## config.mk

```make
export PLATFORM = sky130hd
export DESIGN_NAME = led_pulse_stretcher
export DESIGN_NICKNAME = d
export VERILOG_FILES = /design/src/rtl/led_stretch_pkg.sv /design/src/rtl/led_pulse_stretcher_pend_counter.sv /design/src/rtl/led_pulse_stretcher.sv
export SDC_FILE = /design/constraint.sdc
export NUM_CORES = 1
export LEC_CHECK = 0
export BUFFER_PORTS_ARGS = -buffer_cell sky130_fd_sc_hd__buf_4
export CAP_MARGIN = 20
export CORE_UTILIZATION = 47
export CTS_CLUSTER_SIZE = 40
export DETAILED_ROUTE_END_ITERATION = 10
export GPL_TIMING_DRIVEN = 0
export PLACE_DENSITY = 0.69
export SYNTH_ARGS = -nofsm -noshare
export SYNTH_HDL_FRONTEND = slang
export SYNTH_SLANG_ARGS = --single-unit
```

## constraint.sdc

```tcl
create_clock -name clk -period 2.3 [get_ports clk]
set_clock_uncertainty 0.05 [all_clocks]
set_input_delay 0.23 -clock clk [delete_from_list [all_inputs] [get_ports clk]]
set_output_delay 0.23 -clock clk [all_outputs]
set_load 0.05 [all_outputs]
```

## src/rtl/led_stretch_pkg.sv

```systemverilog
// Shared types and helpers for the LED pulse stretcher.
//   state_t   : blink FSM states
//   cnt_width : width of the per-phase cycle counter, $clog2(max(hold,gap)+1)
package led_stretch_pkg;

  typedef enum logic [1:0] {
    ST_IDLE,
    ST_ON,
    ST_GAP
  } state_t;

  function automatic int unsigned cnt_width(input int unsigned hold,
                                            input int unsigned gap);
    int unsigned m;
    m = (hold > gap) ? hold : gap;
    return $clog2(m + 1);
  endfunction

endpackage

```

## src/rtl/led_pulse_stretcher_pend_counter.sv

```systemverilog
// pend_counter: saturating up/down counter of queued blink requests.
// Ports:
//   clk, rst : clock, synchronous active-high reset
//   inc      : one new event to queue
//   dec      : one queued event consumed
//   count    : registered queue depth
//   full     : count at 2**W-1
//   drop     : inc that cannot be stored this cycle (full, no matching dec)
module pend_counter #(
  parameter int unsigned W = 3
) (
  input  logic         clk,
  input  logic         rst,
  input  logic         inc,
  input  logic         dec,
  output logic [W-1:0] count,
  output logic         full,
  output logic         drop
);

  logic [W-1:0] r_count;

  assign count = r_count;
  assign full  = (r_count == '1);
  // Simultaneous inc and dec cancel, so a full counter only drops when no dec.
  assign drop  = inc & ~dec & full;

  always_ff @(posedge clk) begin
    if (rst) begin
      r_count <= '0;
    end else if (inc && !dec && !full) begin
      r_count <= r_count + W'(1);
    end else if (dec && !inc && (r_count != '0)) begin
      r_count <= r_count - W'(1);
    end
  end

endmodule

```

## src/rtl/led_pulse_stretcher.sv

```systemverilog
// led_pulse_stretcher: turns single-cycle event pulses into visible LED
// blinks of HOLD_CYCLES on followed by GAP_CYCLES off; events arriving
// mid-blink are queued and replayed back to back.
// Optional feature macro: LED_STRETCH_OVF_EN adds the sticky ovf output.
// Ports:
//   clk     : system clock, posedge
//   rst     : synchronous active-high reset
//   pls_in  : event pulse, each high sampled cycle is one event
//   led_out : registered LED drive
//   busy    : registered, high while in ST_ON or ST_GAP
//   pending : registered count of queued, not-yet-started blinks
//   ovf     : sticky flag, an event was dropped at saturation (macro only)
module led_pulse_stretcher
  import led_stretch_pkg::*;
#(
  parameter int unsigned HOLD_CYCLES = 8,
  parameter int unsigned GAP_CYCLES  = 4,
  parameter int unsigned PEND_W      = 3
) (
  input  logic              clk,
  input  logic              rst,
  input  logic              pls_in,
  output logic              led_out,
  output logic              busy,
`ifdef LED_STRETCH_OVF_EN
  output logic [PEND_W-1:0] pending,
  output logic              ovf
`else
  output logic [PEND_W-1:0] pending
`endif
);

  localparam int unsigned   CW        = cnt_width(HOLD_CYCLES, GAP_CYCLES);
  localparam logic [CW-1:0] HOLD_LAST = CW'(HOLD_CYCLES - 1);
  localparam logic [CW-1:0] GAP_LAST  = CW'(GAP_CYCLES - 1);

  state_t              r_state;
  state_t              w_next;
  logic [CW-1:0]       r_cnt;
  logic [CW-1:0]       w_cnt_next;
  logic                r_led;
  logic                r_busy;
  logic                w_inc;
  logic                w_dec;
  logic                w_full;
  logic                w_drop;
  logic [PEND_W-1:0]   w_count;
  logic                w_unused_full;

  assign w_unused_full = w_full;

  pend_counter #(
    .W(PEND_W)
  ) u_pend (
    .clk   (clk),
    .rst   (rst),
    .inc   (w_inc),
    .dec   (w_dec),
    .count (w_count),
    .full  (w_full),
    .drop  (w_drop)
  );

  always_comb begin
    w_next     = r_state;
    w_cnt_next = r_cnt;
    w_inc      = 1'b0;
    w_dec      = 1'b0;
    case (r_state)
      ST_IDLE: begin
        if (pls_in) begin
          w_next     = ST_ON;
          w_cnt_next = '0;
        end
      end
      ST_ON: begin
        w_inc = pls_in;
        if (r_cnt == HOLD_LAST) begin
          w_next     = ST_GAP;
          w_cnt_next = '0;
        end else begin
          w_cnt_next = r_cnt + CW'(1);
        end
      end
      ST_GAP: begin
        if (r_cnt == GAP_LAST) begin
          w_cnt_next = '0;
          // Queued events take priority; a live pulse is then queued instead,
          // giving a net-zero pending change.
          if (w_count != '0) begin
            w_next = ST_ON;
            w_dec  = 1'b1;
            w_inc  = pls_in;
          end else if (pls_in) begin
            w_next = ST_ON;
          end else begin
            w_next = ST_IDLE;
          end
        end else begin
          w_cnt_next = r_cnt + CW'(1);
          w_inc      = pls_in;
        end
      end
      default: begin
        w_next     = ST_IDLE;
        w_cnt_next = '0;
      end
    endcase
  end

  always_ff @(posedge clk) begin
    if (rst) begin
      r_state <= ST_IDLE;
      r_cnt   <= '0;
      r_led   <= 1'b0;
      r_busy  <= 1'b0;
    end else begin
      r_state <= w_next;
      r_cnt   <= w_cnt_next;
      r_led   <= (w_next == ST_ON);
      r_busy  <= (w_next != ST_IDLE);
    end
  end

  assign led_out = r_led;
  assign busy    = r_busy;
  assign pending = w_count;

`ifdef LED_STRETCH_OVF_EN
  logic r_ovf;

  always_ff @(posedge clk) begin
    if (rst) begin
      r_ovf <= 1'b0;
    end else if (w_drop) begin
      r_ovf <= 1'b1;
    end
  end

  assign ovf = r_ovf;
`else
  logic w_unused_drop;
  assign w_unused_drop = w_drop;
`endif

endmodule

```

==> implementation parameters, run 1 <==
Parameter                              Value

Status
  Result of the run    finished clean

Routing
  Starting DRC count in detailed routing    17
  Detailed-route vias per instance    around 5.8
  Antenna Violating Nets Remaining    0
  First-pass DRT Iterations    4
  Post-detailed-route wirelength per cell    about 14 µm
  Total vias in the final route    662
  Number of design rule violations left after detail routing    0
  Final Routed Wirelength    1600 µm

STA
  Shortest clock period the worst path allows after layout    2.11 ns
  Unrepaired setup endpoints after global routing    no
  Post-layout worst setup margin    0.190 ns
  Final setup vio count    0
  Share of the clock period used by the worst path after layout    0.917
  Tightest hold margin    0.227 ns
  Final total negative setup slack    0 ns
  Max frequency    474 MHz
  Worst slew margin relative to its limit    0.689
  Pin slew with the least headroom to its limit    0.463 ns
  Number of max-slew violations in the final report    0
  Final Hold Fails    0

Synth
  Average cell area after synthesis    8.57 µm²
  Portion of the post-synthesis area used by sequential elements    0.302
  Most used standard cells in the synthesized netlist    dfxtp_1, nand2_1, nor2_1, o21ai_0
  Most area-hungry cell type in the Yosys netlist    dfxtp_1
  Total nets after synthesis    94
  Biggest area contributors in the synthesized netlist    dfxtp_1, ha_1, nor2b_1
  Share of async-settable or async-resettable flops after synthesis    0
  Yosys warning count    0
  Number of unique standard cell types used by synthesis    34
  Synthesized cell area    728 µm²
  Number of instances in the synthesized netlist    85
  Yosys top cell area share    0.302
  Most common cell in the synthesized netlist    dfxtp_1
  Count of flip-flops with a built-in enable after synthesis    0
  Main flop type after synthesis    dfxtp_1
  Yosys reg bits    11

Placed design
  Count of input and output buffers    7
  RePlAce Congestion    slightly above 0.8
  Placed instance count    107
  Detailed-placement wirelength estimate    between 1000 and 1500 µm
  Post-Place Setup Slack    -0.139 ns

Critical path
  Worst endpoint required time    approximately 2.4 ns
  Buffering stage count on the worst path with inverters included    1
  Crit path DAT    approximately 2.2 ns
  Worst Setup Start Kind    flip-flop
  CP Max Fanout    3
  Max incr delay on CP    0.39 ns
  Kind of critical path    reg -> reg
  Cells along the critical path    inv_2, ha_4, nand2_2, nor2_2, nand2_1, fa_2, a2111oi_4, a31oi_1, mux2_1
  Highest-delay cell along the critical path    fa_2
  Crit path max-delay family    adder cells
  CP Capture Type    flip-flop

Die
  Vertical extent of the die    ~41 µm
  Starting density of the core    0.533
  Die Outline Area    1710 µm²
  Num ports    8
  Placement Rows    13
  Core Box Area    1370 µm²
  Width of the chip    41.4 µm

Clocking
  Quantity of hold-fixing buffers added after cts    0
  Clock net sink count    11
  Num CTS Buffers    3
  Clock insertion delay at the later pin of the skew report    0.28 ns
  H-tree depth    1
  Clock tree from TritonCTS    built
  CTS clk-pin slew, worst paths    roughly 0.080 ns
  Clock tree root driver cell    clkbuf_4
  Clk buf depth    2

Final layout
  Net count, final    110
  Number of standard cells in the layout, taps in and fillers out    115
  Area added between synthesis and finish    29.6%
  Filler Cell Count    111
  Antenna Cells    0
  Post-layout utilization of the core    0.690
  Share of layout cells above drive strength 1    0.350

Global route
  Total gr overflow    0
  Via count of the first global-routing pass    516
  Number of antenna violations at the first check in global routing    0
  GR Util All Layers    0.229
  Maximum number of pins on one net before global-route repair    11
  Wire length of the first global-routing pass    2380 µm

Power and ir drop
  LEAKAGE    0.000359 µW
  Total power divided by cell area    473 nW/µm²
  Peak supply drop    around 0.41 mV

Run
  Number of maximum-capacitance violations    0

Worst hold path
  Class of the most critical hold timing path    in -> reg
## per-layer routing
| metal | part of all wire | GRT usage | vias up |
|---|---|---|---|
| met4 | 0.026 | 0.145 | 0 |
| li1 | - | - | 343 |
| met1 | 0.49 | 0.311 | 294 |
| met5 | 0 | 0 | - |
| met2 | 0.45 | 0.336 | 20 |
| met3 | 0.034 | 0.0319 | 5 |
## worst min-delay path, cell delays in order
cell,delay (ns)
buf_4,0.12
nand2b_1,0.10
mux2i_1,0.06
## timing repair
| action | CTS | global route |
|---|---|---|
| endpoints found under the setup margin | 1 | 1 |
| pin swaps | 2 | 5 |
| setup buffers | 1 | 3 |
| endpoints found under the hold margin | 0 | 0 |
| gates resized for setup | 9 | 5 |
## flip-flops by register name (all words and copies together), names as in the netlist
name and flops:
r_cnt 4, u_pend.count 3, r_state 2, busy 1, led_out 1
## area by class of cell
type                    count  area [µm²]  area share
multi-input cells          66         554       0.588
repair buffers             11        82.6      0.0875
inverters                   6        22.5      0.0239
clock buffers               4        26.3      0.0279
flip-flops and latches     11         230       0.244
plain buffers               2        8.76     0.00928
well taps                  15        18.8      0.0199
## worst paths after layout
path	startpoint	endpoint	slack, ns	depth (start not counted)
hold / removal	rst	u_pend.count[1]	0.23	3
hold reg to reg	r_cnt[1]	r_cnt[1]	0.46	2
setup reg to reg	r_state[0]	u_pend.count[2]	0.19	9
setup / recovery	r_state[0]	u_pend.count[2]	0.19	9
## power by group
part / internal (µW) / total, µW / switching (µW) / leakage (µW)
sequential: 197 / 203 / 6.74 / 0.0000919
clock: 67.3 / 140 / 72.8 / 0.0000150
combinational: 41.9 / 103 / 60.7 / 0.000252
total: 306 / 446 / 140 / 0.000359
## cell usage in the layout, fill, tap and decap left out, drive strengths merged, types with 2 or more instances in the layout
| cell type | count |
|---|---|
| nor3 | 2 |
| nand3b | 2 |
| a211oi | 3 |
| nand2b | 3 |
| ha | 5 |
| mux2i | 2 |
| nand2 | 6 |
| o21ai | 6 |
| mux2 | 2 |
| nor2b | 5 |
| buf | 12 |
| a21oi | 3 |
| clkbuf | 5 |
| o31ai | 2 |
| nor2 | 6 |
| nand3 | 2 |
| nor3b | 3 |
| nor4 | 3 |
| dfxtp | 11 |
| inv | 6 |
## kinds of logic after synthesis
family | share of synthesized area
AO/OA/AOI/OAI | 0.204
adder cells (fa/ha/maj) | 0.113
buffers and inverters | 0.0429
flip-flops | 0.302
multiplexers | 0.0584
AND/OR/NAND/NOR | 0.278
## metrics by stage
stage                     power [µW]  cell area, µm²
after floorplan                  271             759
after global placement           293             831
after detailed placement         294             831
after CTS                        440             893
after global routing             468             943
final                            446             943
Power figures use the tool's default switching activity.
==> inputs of run 2 (changes only) <==
Settings changed: CORE_UTILIZATION 47 to 45, PLACE_DENSITY 0.69 to 0.68.
==> run 2 against run 1 <==
Effect of this change:
- combinational power barely moved
- non-clock buffer count fell by 1
- via count increased by 1.2%
- utilization decreased by 6.3 points
- die area up 4.2%
- routed wire length increased by 6.6%
- final cell count did not move
==> implementation parameters, run 2 (synthesis gave the netlist of run 1 again) <==
Parameter                              Value

Clocking
  Quantity of hold-fixing buffers added after cts    0 (unchanged)
  CTS clk-pin slew, worst paths    0.08 ns (about the same)
  Clock net sink count    11 (unchanged)
  Clock tree root driver cell    clkbuf_4
  Clock insertion delay at the later pin of the skew report    0.27 ns (about the same)
  Num CTS Buffers    3 (unchanged)
  Clock tree from TritonCTS    built
  H-tree depth    1 (unchanged)
  Clk buf depth    2 (unchanged)

Routing
  First-pass DRT Iterations    4 (unchanged)
  Number of design rule violations left after detail routing    0 (unchanged)
  Antenna Violating Nets Remaining    0 (unchanged)
  Final Routed Wirelength    1700 µm (+6.6%)
  Starting DRC count in detailed routing    23 (+6)
  Detailed-route vias per instance    5.83 (+1.2%)
  Post-detailed-route wirelength per cell    14.8 µm (+6.6%)
  Total vias in the final route    670 (+1.2%)

Status
  Result of the run    finished clean

Die
  Num ports    8 (unchanged)
  Width of the chip    42.2 µm (+2.1%)
  Core Box Area    1510 µm² (+10%)
  Placement Rows    14 (+1)
  Die Outline Area    1780 µm² (+4.2%)
  Vertical extent of the die    42.2 µm (+2.1%)
  Starting density of the core    0.483 (-0.0496)

Global route
  Number of antenna violations at the first check in global routing    0 (unchanged)
  Total gr overflow    0 (unchanged)
  Maximum number of pins on one net before global-route repair    11 (unchanged)
  GR Util All Layers    0.201 (-0.0276)
  Via count of the first global-routing pass    611 (+18%)
  Wire length of the first global-routing pass    2690 µm (+13%)

STA
  Worst slew margin relative to its limit    0.699 (+0.0103)
  Final setup vio count    0 (unchanged)
  Unrepaired setup endpoints after global routing    no
  Final Hold Fails    0 (unchanged)
  Number of max-slew violations in the final report    0 (unchanged)
  Pin slew with the least headroom to its limit    0.451 ns (-0.0119 ns)
  Shortest clock period the worst path allows after layout    2.17 ns (+0.0554 ns)
  Max frequency    462 MHz (-2.6%)
  Final total negative setup slack    0 ns (unchanged)
  Share of the clock period used by the worst path after layout    0.941 (+0.0241)
  Tightest hold margin    0.237 ns (+0.00989 ns)

Placed design
  Count of input and output buffers    7 (unchanged)
  RePlAce Congestion    0.821 (-0.56%)
  Placed instance count    108 (+0.93%)
  Detailed-placement wirelength estimate    1160 µm (+9.0%)

Final layout
  Flip-flop count of the largest register, all copies and words added    4 (unchanged)
  Most common library cell in the layout ignoring fill and taps    buf_4
  Number of standard cells in the layout, taps in and fillers out    115 (unchanged)
  Antenna Cells    0 (unchanged)
  Post-layout utilization of the core    0.628 (-0.0626)
  Share of layout cells above drive strength 1    0.364 (+0.0136)
  Largest register by flop count    r_cnt
  Net count, final    109 (-0.91%)
  Area added between synthesis and finish    29.9%
  Top library cells by usage in the layout, fill and taps aside    buf_4, o21ai_0, dfxtp_1

Critical path
  CP Capture Type    flip-flop
  Slack of the worst reg-to-reg path    0.13 ns (-0.06 ns)
  R2R Path Start    r_state[0]
  Crit path DAT    2.28 ns (+0.05 ns)
  Kind of critical path    reg -> reg
  Worst endpoint required time    2.42 ns (about the same)
  Worst flop-to-flop path endpoint    u_pend.count[2]
  Worst reg-to-reg path cell count    9 (unchanged)
  CP Max Fanout    4 (+1)
  Worst Setup Start Kind    flip-flop

Worst hold path
  Cell depth of the worst min-delay path    3 (unchanged)
  Class of the most critical hold timing path    in -> reg
  Hold path endpoint    u_pend.count[1]
  Startpoint of the most critical hold path    rst

Power and ir drop
  Post-layout total power    448 µW (+0.54%)
  LEAKAGE    0.000356 µW (-0.91%)
  Total power divided by cell area    474 nW/µm² (+0.28%)
  Peak supply drop    0.258 mV (-37%)

Run
  Number of maximum-capacitance violations    0 (unchanged)
## run 2: cell types whose count changed in the layout (fill, tap and decap cells not counted), sizes merged
| cell | delta |
|---|---|
| buf | -1 |
## run 2: cell type report
class                   count  area [µm²]
plain buffers               2        8.76
clock buffers               4        26.3
fillers                   139         561
inverters                   6        22.5
multi-input cells          66         562
flip-flops and latches     11         231
well taps                  16        20.0
repair buffers             10        75.1
## run 2: critical path: stages, from the launching register on
cell and delay [ns]:
dfxtp_4 0.37, inv_2 0.07, ha_4 0.30, nand2_2 0.08, nor2_4 0.12, nand2_2 0.07
fa_2 0.39, a2111oi_4 0.20, a31oi_1 0.09, mux2_1 0.31
## run 2: repair_timing
item,CTS,global route
buffers inserted,1,2
setup endpoints to repair,1,1
gates resized for setup,8,9
pin swaps,2,5
## run 2: how the worst max path moves through the flow
| stage | startpoint | endpoint | slack (ns) | cells past startpoint |
|---|---|---|---|---|
| floorplan | u_pend.count[2] | u_pend.count[2] | 0.004 | 7 |
| global placement | r_state[0] | u_pend.count[2] | -0.17 | 9 |
| detailed placement | r_state[0] | u_pend.count[2] | -0.16 | 9 |
| CTS | r_state[1] | u_pend.count[2] | 0.007 | 9 |
| global route | r_state[1] | u_pend.count[2] | 0.05 | 9 |
| finish | r_state[0] | u_pend.count[2] | 0.13 | 9 |
## run 2: through the flow
step / worst slack (ns) / area [µm²]
6_report: 0.135 / 946
5_1_grt: 0.0501 / 946
4_1_cts: 0.00724 / 892
3_5_place_dp: -0.159 / 832
3_3_place_gp: -0.167 / 832
2_1_floorplan: 0.00415 / 759
## run 2: where the power goes
part           switching, µW  total (µW)  internal [µW]
Combinational           61.0         102           40.6
Sequential              6.61         203            197
Clock                   76.4         144           67.2
Total                    144         448            304
## run 2: routing by layer
metal / GRT usage / up-vias / share of wire
met3: 0.0388 / 2 / 0.035
li1: - / 337 / -
met2: 0.332 / 16 / 0.51
met5: 0 / - / 0
met1: 0.244 / 315 / 0.45
met4: 0.106 / 0 / 0.0088
